==> config.mk <==
export PLATFORM = sky130hd
export DESIGN_NAME = pipeline_ctrl
export DESIGN_NICKNAME = d
export VERILOG_FILES = /design/src/rtl/pipeline_ctrl_pkg.sv /design/src/rtl/pipeline_ctrl_sat_counter.sv /design/src/rtl/pipeline_ctrl.sv
export SDC_FILE = /design/constraint.sdc
export NUM_CORES = 1
export LEC_CHECK = 0
export CAP_MARGIN = 10
export CORE_AREA = 2 2 39 41
export CTS_CLUSTER_DIAMETER = 50
export DETAILED_ROUTE_END_ITERATION = 16
export DIE_AREA = 0 0 41 43
export SETUP_SLACK_MARGIN = 0.1
export SYNTH_ARGS = -nofsm -noshare
export SYNTH_HDL_FRONTEND = slang
export SYNTH_SLANG_ARGS = --single-unit
==> constraint.sdc <==
create_clock -name clk -period 1.9 [get_ports clk]
set_input_delay 0.38 -clock clk [delete_from_list [all_inputs] [get_ports clk]]
set_output_delay 0.38 -clock clk [all_outputs]
set_load 0.01 [all_outputs]
==> src/rtl/pipeline_ctrl_pkg.sv <==
// pipeline_ctrl_pkg
//   Shared types for the pipeline stall/flush sequencer.
//   pctl_state_t : split I/D miss tracking state.
//   stage_en_t   : bundle of per-stage load enables, NOP flushes and PC redirect.
//   stage_en_f   : priority decode of redirect/bubble into stage enables.
package pipeline_ctrl_pkg;

   typedef enum logic [1:0] {
      PCTL_RUN    = 2'd0,
      PCTL_HOLD_I = 2'd1,
      PCTL_HOLD_D = 2'd2
   } pctl_state_t;

   typedef struct packed {
      logic pc_sel_redirect;
      logic ld_pc;
      logic ld_if_id;
      logic ld_id_ex;
      logic ld_ex_mem;
      logic ld_mem_wb;
      logic flush_if_id;
      logic flush_id_ex;
   } stage_en_t;

   localparam stage_en_t STAGE_EN_NONE = '0;

   // A redirect wins over a bubble: the instruction the bubble would hold
   // in ID is on the wrong path and gets flushed anyway.
   function automatic stage_en_t stage_en_f(input logic adv,
                                            input logic br_redirect,
                                            input logic bubble);
      stage_en_t en;
      en = STAGE_EN_NONE;
      if (adv) begin
         if (br_redirect) begin
            en.pc_sel_redirect = 1'b1;
            en.ld_pc           = 1'b1;
            en.ld_if_id        = 1'b1;
            en.ld_id_ex        = 1'b1;
            en.ld_ex_mem       = 1'b1;
            en.ld_mem_wb       = 1'b1;
            en.flush_if_id     = 1'b1;
            en.flush_id_ex     = 1'b1;
         end else if (bubble) begin
            en.ld_id_ex        = 1'b1;
            en.flush_id_ex     = 1'b1;
            en.ld_ex_mem       = 1'b1;
            en.ld_mem_wb       = 1'b1;
         end else begin
            en.ld_pc           = 1'b1;
            en.ld_if_id        = 1'b1;
            en.ld_id_ex        = 1'b1;
            en.ld_ex_mem       = 1'b1;
            en.ld_mem_wb       = 1'b1;
         end
      end
      return en;
   endfunction

endpackage

==> src/rtl/pipeline_ctrl_sat_counter.sv <==
// pipeline_ctrl_sat_counter
//   Saturating up-counter used for optional pipeline performance statistics.
//   clk, rst_n : clock, async active-low reset (count clears to 0)
//   inc        : count this cycle
//   count      : current value, sticks at all-ones once reached
module pipeline_ctrl_sat_counter #(
   parameter int CNT_W = 32
) (
   input  logic             clk,
   input  logic             rst_n,
   input  logic             inc,
   output logic [CNT_W-1:0] count
);

   localparam logic [CNT_W-1:0] CNT_ONE = {{(CNT_W-1){1'b0}}, 1'b1};

   logic [CNT_W-1:0] count_q;
   logic [CNT_W-1:0] count_d;

   always_comb begin
      count_d = count_q;
      if (inc && (count_q != {CNT_W{1'b1}})) begin
         count_d = count_q + CNT_ONE;
      end
   end

   always_ff @(posedge clk or negedge rst_n) begin
      if (!rst_n) begin
         count_q <= '0;
      end else begin
         count_q <= count_d;
      end
   end

   assign count = count_q;

endmodule

==> src/rtl/pipeline_ctrl.sv <==
// pipeline_ctrl
//   Central stall/flush sequencer for the 5-stage RV32I pipeline. Merges the
//   load-use bubble, split I/D cache miss handshakes and EX branch redirect
//   into stage register load enables and NOP flushes. A fetch or load that
//   completes while the other side is still missing is parked in a hold
//   buffer (ibuf/dbuf) rather than reissued.
//
//   Build option: define PIPELINE_CTRL_PERF_EN to add four CNT_W-bit
//   saturating performance counters as extra output ports.
//
//   Ports
//     clk, rst_n          clock, async active-low reset
//     bubble              load-use stall request
//     imem_req/imem_resp  IF fetch request / I-cache response pulse
//     dmem_req/dmem_resp  MEM load/store present / D-cache response pulse
//     br_redirect         EX resolved taken branch
//     imem_read           gated fetch strobe
//     dmem_access         gated data access strobe
//     ibuf_ld/ibuf_sel    capture / use held fetch data
//     dbuf_ld/dbuf_sel    capture / use held load data
//     pc_sel_redirect     PC mux selects branch target
//     ld_*                stage register load enables
//     flush_if_id/id_ex   load NOP into IF/ID, ID/EX
//     cnt_* (perf build)  istall, dstall, bubble, flush event counts
//
//   state   | meaning
//   --------+-------------------------------------------------------
//   RUN     | nothing held; both sides free to advance or miss
//   HOLD_I  | fetch response captured in ibuf, waiting on D-cache
//   HOLD_D  | load response captured in dbuf, waiting on I-cache
module pipeline_ctrl
   import pipeline_ctrl_pkg::*;
#(
   parameter int CNT_W = 32
) (
   input  logic clk,
   input  logic rst_n,
   input  logic bubble,
   input  logic imem_req,
   input  logic imem_resp,
   input  logic dmem_req,
   input  logic dmem_resp,
   input  logic br_redirect,
   output logic imem_read,
   output logic dmem_access,
   output logic ibuf_ld,
   output logic ibuf_sel,
   output logic dbuf_ld,
   output logic dbuf_sel,
   output logic pc_sel_redirect,
   output logic ld_pc,
   output logic ld_if_id,
   output logic ld_id_ex,
   output logic ld_ex_mem,
   output logic ld_mem_wb,
   output logic flush_if_id,
   output logic flush_id_ex
`ifdef PIPELINE_CTRL_PERF_EN
  ,output logic [CNT_W-1:0] cnt_istall,
   output logic [CNT_W-1:0] cnt_dstall,
   output logic [CNT_W-1:0] cnt_bubble,
   output logic [CNT_W-1:0] cnt_flush
`endif
);

   pctl_state_t state_q;
   pctl_state_t state_d;

   logic      i_done;
   logic      d_done;
   logic      i_pend;
   logic      d_pend;
   logic      adv;
   logic      ibuf_ld_c;
   logic      ibuf_sel_c;
   logic      dbuf_ld_c;
   logic      dbuf_sel_c;
   stage_en_t en;

   assign i_done = (state_q == PCTL_HOLD_I);
   assign d_done = (state_q == PCTL_HOLD_D);

   // A response arriving this cycle already clears the pending condition,
   // so the pipeline advances with no extra cycle of latency.
   assign i_pend = imem_req & ~i_done & ~imem_resp;
   assign d_pend = dmem_req & ~d_done & ~dmem_resp;
   assign adv    = ~i_pend & ~d_pend;

   always_ff @(posedge clk or negedge rst_n) begin
      if (!rst_n) begin
         state_q <= PCTL_RUN;
      end else begin
         state_q <= state_d;
      end
   end

   always_comb begin
      state_d    = state_q;
      ibuf_ld_c  = 1'b0;
      ibuf_sel_c = 1'b0;
      dbuf_ld_c  = 1'b0;
      dbuf_sel_c = 1'b0;
      case (state_q)
         PCTL_RUN: begin
            // i_pend/d_pend exclude the same-cycle response, so at most one
            // of these can fire; both responses together is a plain advance.
            if (imem_req && imem_resp && d_pend) begin
               state_d   = PCTL_HOLD_I;
               ibuf_ld_c = 1'b1;
            end else if (dmem_req && dmem_resp && i_pend) begin
               state_d   = PCTL_HOLD_D;
               dbuf_ld_c = 1'b1;
            end
         end
         PCTL_HOLD_I: begin
            if (adv) begin
               state_d    = PCTL_RUN;
               ibuf_sel_c = 1'b1;
            end
         end
         PCTL_HOLD_D: begin
            if (adv) begin
               state_d    = PCTL_RUN;
               dbuf_sel_c = 1'b1;
            end
         end
         default: begin
            state_d = PCTL_RUN;
         end
      endcase
   end

   // rst_n is folded into the combinational outputs so nothing reaches the
   // caches or stage registers while reset is held, not just after an edge.
   assign en = stage_en_f(adv & rst_n, br_redirect, bubble);

   assign imem_read       = rst_n & imem_req & ~i_done;
   assign dmem_access     = rst_n & dmem_req & ~d_done;
   assign ibuf_ld         = rst_n & ibuf_ld_c;
   assign ibuf_sel        = rst_n & ibuf_sel_c;
   assign dbuf_ld         = rst_n & dbuf_ld_c;
   assign dbuf_sel        = rst_n & dbuf_sel_c;
   assign pc_sel_redirect = en.pc_sel_redirect;
   assign ld_pc           = en.ld_pc;
   assign ld_if_id        = en.ld_if_id;
   assign ld_id_ex        = en.ld_id_ex;
   assign ld_ex_mem       = en.ld_ex_mem;
   assign ld_mem_wb       = en.ld_mem_wb;
   assign flush_if_id     = en.flush_if_id;
   assign flush_id_ex     = en.flush_id_ex;

`ifdef PIPELINE_CTRL_PERF_EN
   logic inc_istall;
   logic inc_dstall;
   logic inc_bubble;
   logic inc_flush;

   assign inc_istall = i_pend & ~d_pend;
   assign inc_dstall = d_pend;
   assign inc_bubble = adv & bubble & ~br_redirect;
   assign inc_flush  = adv & br_redirect;

   pipeline_ctrl_sat_counter #(.CNT_W(CNT_W)) u_cnt_istall (
      .clk   (clk),
      .rst_n (rst_n),
      .inc   (inc_istall),
      .count (cnt_istall)
   );

   pipeline_ctrl_sat_counter #(.CNT_W(CNT_W)) u_cnt_dstall (
      .clk   (clk),
      .rst_n (rst_n),
      .inc   (inc_dstall),
      .count (cnt_dstall)
   );

   pipeline_ctrl_sat_counter #(.CNT_W(CNT_W)) u_cnt_bubble (
      .clk   (clk),
      .rst_n (rst_n),
      .inc   (inc_bubble),
      .count (cnt_bubble)
   );

   pipeline_ctrl_sat_counter #(.CNT_W(CNT_W)) u_cnt_flush (
      .clk   (clk),
      .rst_n (rst_n),
      .inc   (inc_flush),
      .count (cnt_flush)
   );
`else
   // Counter width only matters when the counters are built.
   if (CNT_W < 1) begin : g_cnt_w_unused
   end
`endif

endmodule

# Word-level counts from Yosys, hierarchy flattened
# Index checks and enable logic that the tools add are counted.
# word_totals
reg_bits	2
in_bits	8
out_inout_bits	14
# classes
reduce_logical	7
bitwise	20
eq_ne	4
muxes	18
# op_table
operator	count
1-bit AND	14
1-bit 2-to-1 mux	11
2-bit 2-to-1 mux	4
8-bit 2-to-1 mux	1
1-bit inverter	6
5-bit 2-to-1 mux	1
1-bit logical AND	4
2-bit case mux with 2 select lines	1
3-bit != test (second input constant)	1
2-bit by 1-bit equality test with 1-bit output (second input constant)	1
2-bit equality test (second input constant)	1
2-bit logical NOT	1
2-bit by 1-bit != test with 1-bit output (second input constant)	1
2-bit AND reduction	1
2-bit OR reduction	1

# Depth between registers and ports, before layout
# depth
word_depth	9
mapped_depth	6

# Least setup slack after synthesis
# Ideal clock, no wire load.
# synth_timing
path_kind	register to output
startpoint	register state_q[0]
endpoint	output ld_pc
slack_ns	-0.163
path_stages_with_launch	7
path_buffers	1
arrival_ns	1.683
path_cell_list	dfrtp_1 > inv_1 > ha_1 > nor3b_4 > nor3b_4 > a21boi_0 > buf_4
# synth_between
elab_chain_len	8
# synth_rtl
item	line_no	rtl
start, declared	pipeline_ctrl.sv:66	pctl_state_t state_q;
start signal, assigned	pipeline_ctrl.sv:93	state_q <= state_d;
2-bit by 1-bit equality test with 1-bit output or 2-bit equality test (tied branches)	pipeline_ctrl.sv:80, pipeline_ctrl.sv:81	
1-bit inverter, on equally long branches	pipeline_ctrl.sv:85, pipeline_ctrl.sv:86	
1-bit AND, on equally long branches (2 in a row)	pipeline_ctrl.sv:85, pipeline_ctrl.sv:86	
1-bit inverter	pipeline_ctrl.sv:87	assign adv = ~i_pend & ~d_pend;
1-bit AND *	pipeline_ctrl.sv:87	
1-bit AND *	pipeline_ctrl.sv:135	assign en = stage_en_f(adv & rst_n, br_redirect, bubble);
8-bit 2-to-1 mux *	pipeline_ctrl_pkg.sv:34	if (adv) begin
end, declared	pipeline_ctrl.sv:51	output logic ld_pc,
# Mark *: on every way between the ends. The rest lies on a longest branch, timed or not.

# Final worst setup path
# Same ends and word-level chain as after synthesis.

==> out/qor.csv <==
stage,metric,value,unit
place,IO buf count,21,
global_route,vias in the first global route,364,
timing,Tmin final,2.055,ns
yosys,sequential area share after synthesis,14.81,%
power,VDD IR max,0.5293,mV
cells_and_area,Fillers,153,
timing,Slew Limit Fails,0,
floorplanning,die height,43,um
yosys,Netlist Area Pre-Place,337.8,um^2
setup_path,crit path max fanout,6,
yosys,synth cell count leaders,"inv_1, buf_4, and2_1, ha_1, nor3b_4",
place,Post-Place Worst Slack,-0.5754,ns
floorplanning,total die area,0.001763,mm^2
floorplanning,starting density of the core,24.41,%
routing,Starting DRT DRC Count,3,
clock_tree,Root Driver,clkbuf_4,
clock_tree,CTS sink cnt,2,
clock_tree,Max H-tree Level,1,
setup_path,CP bufs+invs,4,
routing,drt pass-1 iters,3,
routing,Avg Vias per Cell,4.511,
floorplanning,cell row count,14,
clock_tree,hold buffer count at cts,0,
routing,post-route ant nets,0,
timing,Peak Freq,0.4866,GHz
clock_tree,CTS tree,done,
run_status,outcome,"complete, but fails checks",
timing,RSZ-0062 raised after global routing,yes,
run_status,failing checks,negative setup slack,
place,Cells after DPL,79,
job,max-cap violations,0,
yosys,post-synth top area share,16.67,%
cells_and_area,Largest register FFs,2,
setup_path,crit path DAT,1.68,ns
place,post-DP HPWL,733.3,um
yosys,Most used DFF post-synth,dfrtp_1,
yosys,syn avg cell area,9.384,um^2
cells_and_area,register with the most flip-flops,state_q,
setup_path,Setup crit start kind,flip-flop,
floorplanning,Ports,22,
yosys,Synth area leader,nor3b_4,
worst_hold_path,Hold Path Class,in -> async,
global_route,GRT overflow,0,
setup_path,"CP delay by family, top",buffers and inverters,
floorplanning,Die Width,41,um
yosys,Yosys cell types,20,
global_route,initial antenna violation count,0,
setup_path,worst-path cell chain,buf_6 -> ha_4 -> nor3b_4 -> nor3b_4 -> buf_6 -> buf_6 -> a21boi_4 -> buf_2,
yosys,Area contributors post-synth,"nor3b_4, dfrtp_1, ha_1, buf_4, and2_1",
clock_tree,clk_lat worst skew,0.22,ns
cells_and_area,fin cells,90,
timing,Worst-Margin Slew,0.2353,ns
setup_path,"Slowest-stage cell, CP",dfrtp_1,
cells_and_area,antenna fix cells,0,
yosys,"count leader, synth",inv_1,
global_route,first-pass GRT wire length,1.393,mm
setup_path,critical path class,reg -> out,
yosys,"EDFF count, synth",0,
timing,Final WS setup,-0.1552,ns
routing,DRC errors left,0,
setup_path,Required @ worst endpoint,1.52,ns
yosys,Synth Instances,36,
setup_path,Crit path top cell by count,buf_6,
timing,final setup vio count,9,
power,total leakage power,0.3600,nW
yosys,count of state elements after synthesis,2,
floorplanning,core region area,0.001384,mm^2
routing,Detailed Route WL,975,um
global_route,largest net degree at the start of global routing,7,
timing,TNS Setup,-0.6761,ns
timing,skew final,0.0002092,ns
routing,WL per Instance,10.83,um
timing,Slew Limit Headroom,84.29,%
clock_tree,TritonCTS Buffers,3,
cells_and_area,Largest regs,state_q (2),
timing,Hold Slack,0.1118,ns
yosys,ys async rst share,100.0,%
routing,vias,406,
cells_and_area,Area growth syn-to-layout,106.7,%
clock_tree,clk slew on worst S/H paths,0.03,ns
cells_and_area,Nets,87,
timing,final period utilization,108.2,%
cells_and_area,layout cell share with drive strength beyond 1,60.81,%
yosys,Synth Net Count,47,
place,Placer Congestion,0.7764,
timing,Final Hold Vio Count,0,
clock_tree,Clock Path Buffers,2,
setup_path,max incr delay on CP,0.39,ns
power,Power Density,671.0,mW/mm^2
setup_path,crit path capture type,output port,
yosys,Synth Warn #,0,
global_route,GRT Util Overall,11.55,%
-- where the power goes --
group,switching [mW],internal (mW)
sequential,0.0111,0.0534
clock,0.0224,0.0695
combinational,0.142,0.170
-- worst register-to-register path, delay by kind of cell (launching register included) --
| family | cells | cell delay (ns) |
|---|---|---|
| DFF | 1 | 0.41 |
| AOI/OAI and AO/OA | 1 | 0.22 |
| buffers and inverters | 3 | 0.41 |
| and+or+nand+nor | 2 | 0.29 |
| adders and majority gates | 1 | 0.19 |
-- kinds of logic (layout without fill, tap and decap cells) --
kind of cell,count (synthesis),after routing,synth area share (%)
adders and majority gates,3,3,11.11
DFF,2,2,14.82
buffers and inverters,9,47,14.45
and+or+nand+nor,14,14,36.30
AOI/OAI and AO/OA,8,8,23.34
-- area by class of cell --
cell class                      count  area, um^2  area share, %
Tap cell                           16       20.02          2.867
Timing Repair Buffer               39       306.5          43.91
Multi-Input combinational cell     25       280.3          40.14
Clock buffer                        3       22.52          3.226
Sequential cell                     2       50.05          7.168
Inverter                            5       18.77          2.688
-- placed cells by master (no fill, tap or decap), types with 3 or more instances in the layout --
master,Yosys,layout
buf_2,0,10
buf_6,0,5
clkbuf_4,0,3
dlygate4sd2_1,0,6
inv_1,5,3
nor3b_4,3,3
buf_4,4,14
and2_1,3,3
-- timing repair --
action / 4_1_cts / 5_1_grt
gates resized for setup: 54 / 6
setup buffers: 7 / 2
endpoints found under the hold margin: 0 / 0
endpoints found under the setup margin: 14 / 13
gates cloned: 0 / 0
pin swaps: 8 / 1
-- through the flow --
step,cell area (um^2),power [mW],utilization (%)
2_1_floorplan,377.9,0.2380,-
3_3_place_gp,649.4,0.3564,46.93
3_5_place_dp,649.4,0.3574,46.93
4_1_cts,678.2,0.4635,49.01
5_1_grt,698.2,0.5037,50.45
6_report,698.2,0.4685,50.45
-- path summary, 6_finish.rpt --
check	cells past startpoint	start	slack, ns	endpoint
worst min register to register	3	state_q[0]	0.72	state_q[0]
worst max register to register	7	state_q[1]	0.26	state_q[0]
max in group asynchronous	2	rst_n	1.69	state_q[0]
min in group clk	3	state_q[0]	0.72	state_q[0]
worst min-delay path	2	rst_n	0.11	state_q[1]
worst max-delay path	8	state_q[0]	-0.16	ld_pc
-- layer usage --
metal / routed length (um) / vias up / GRT usage (%) / share of wire (%)
li1: - / 203 / - / -
met1: 354 / 188 / 12.86 / 36
met2: 536 / 15 / 20.31 / 55
met3: 84 / 0 / 0.5236 / 8.6
met4: 0 / 0 / 6.000 / 0
met5: 0 / - / 0 / 0
No activity file was read; power rests on OpenSTA's default activity.
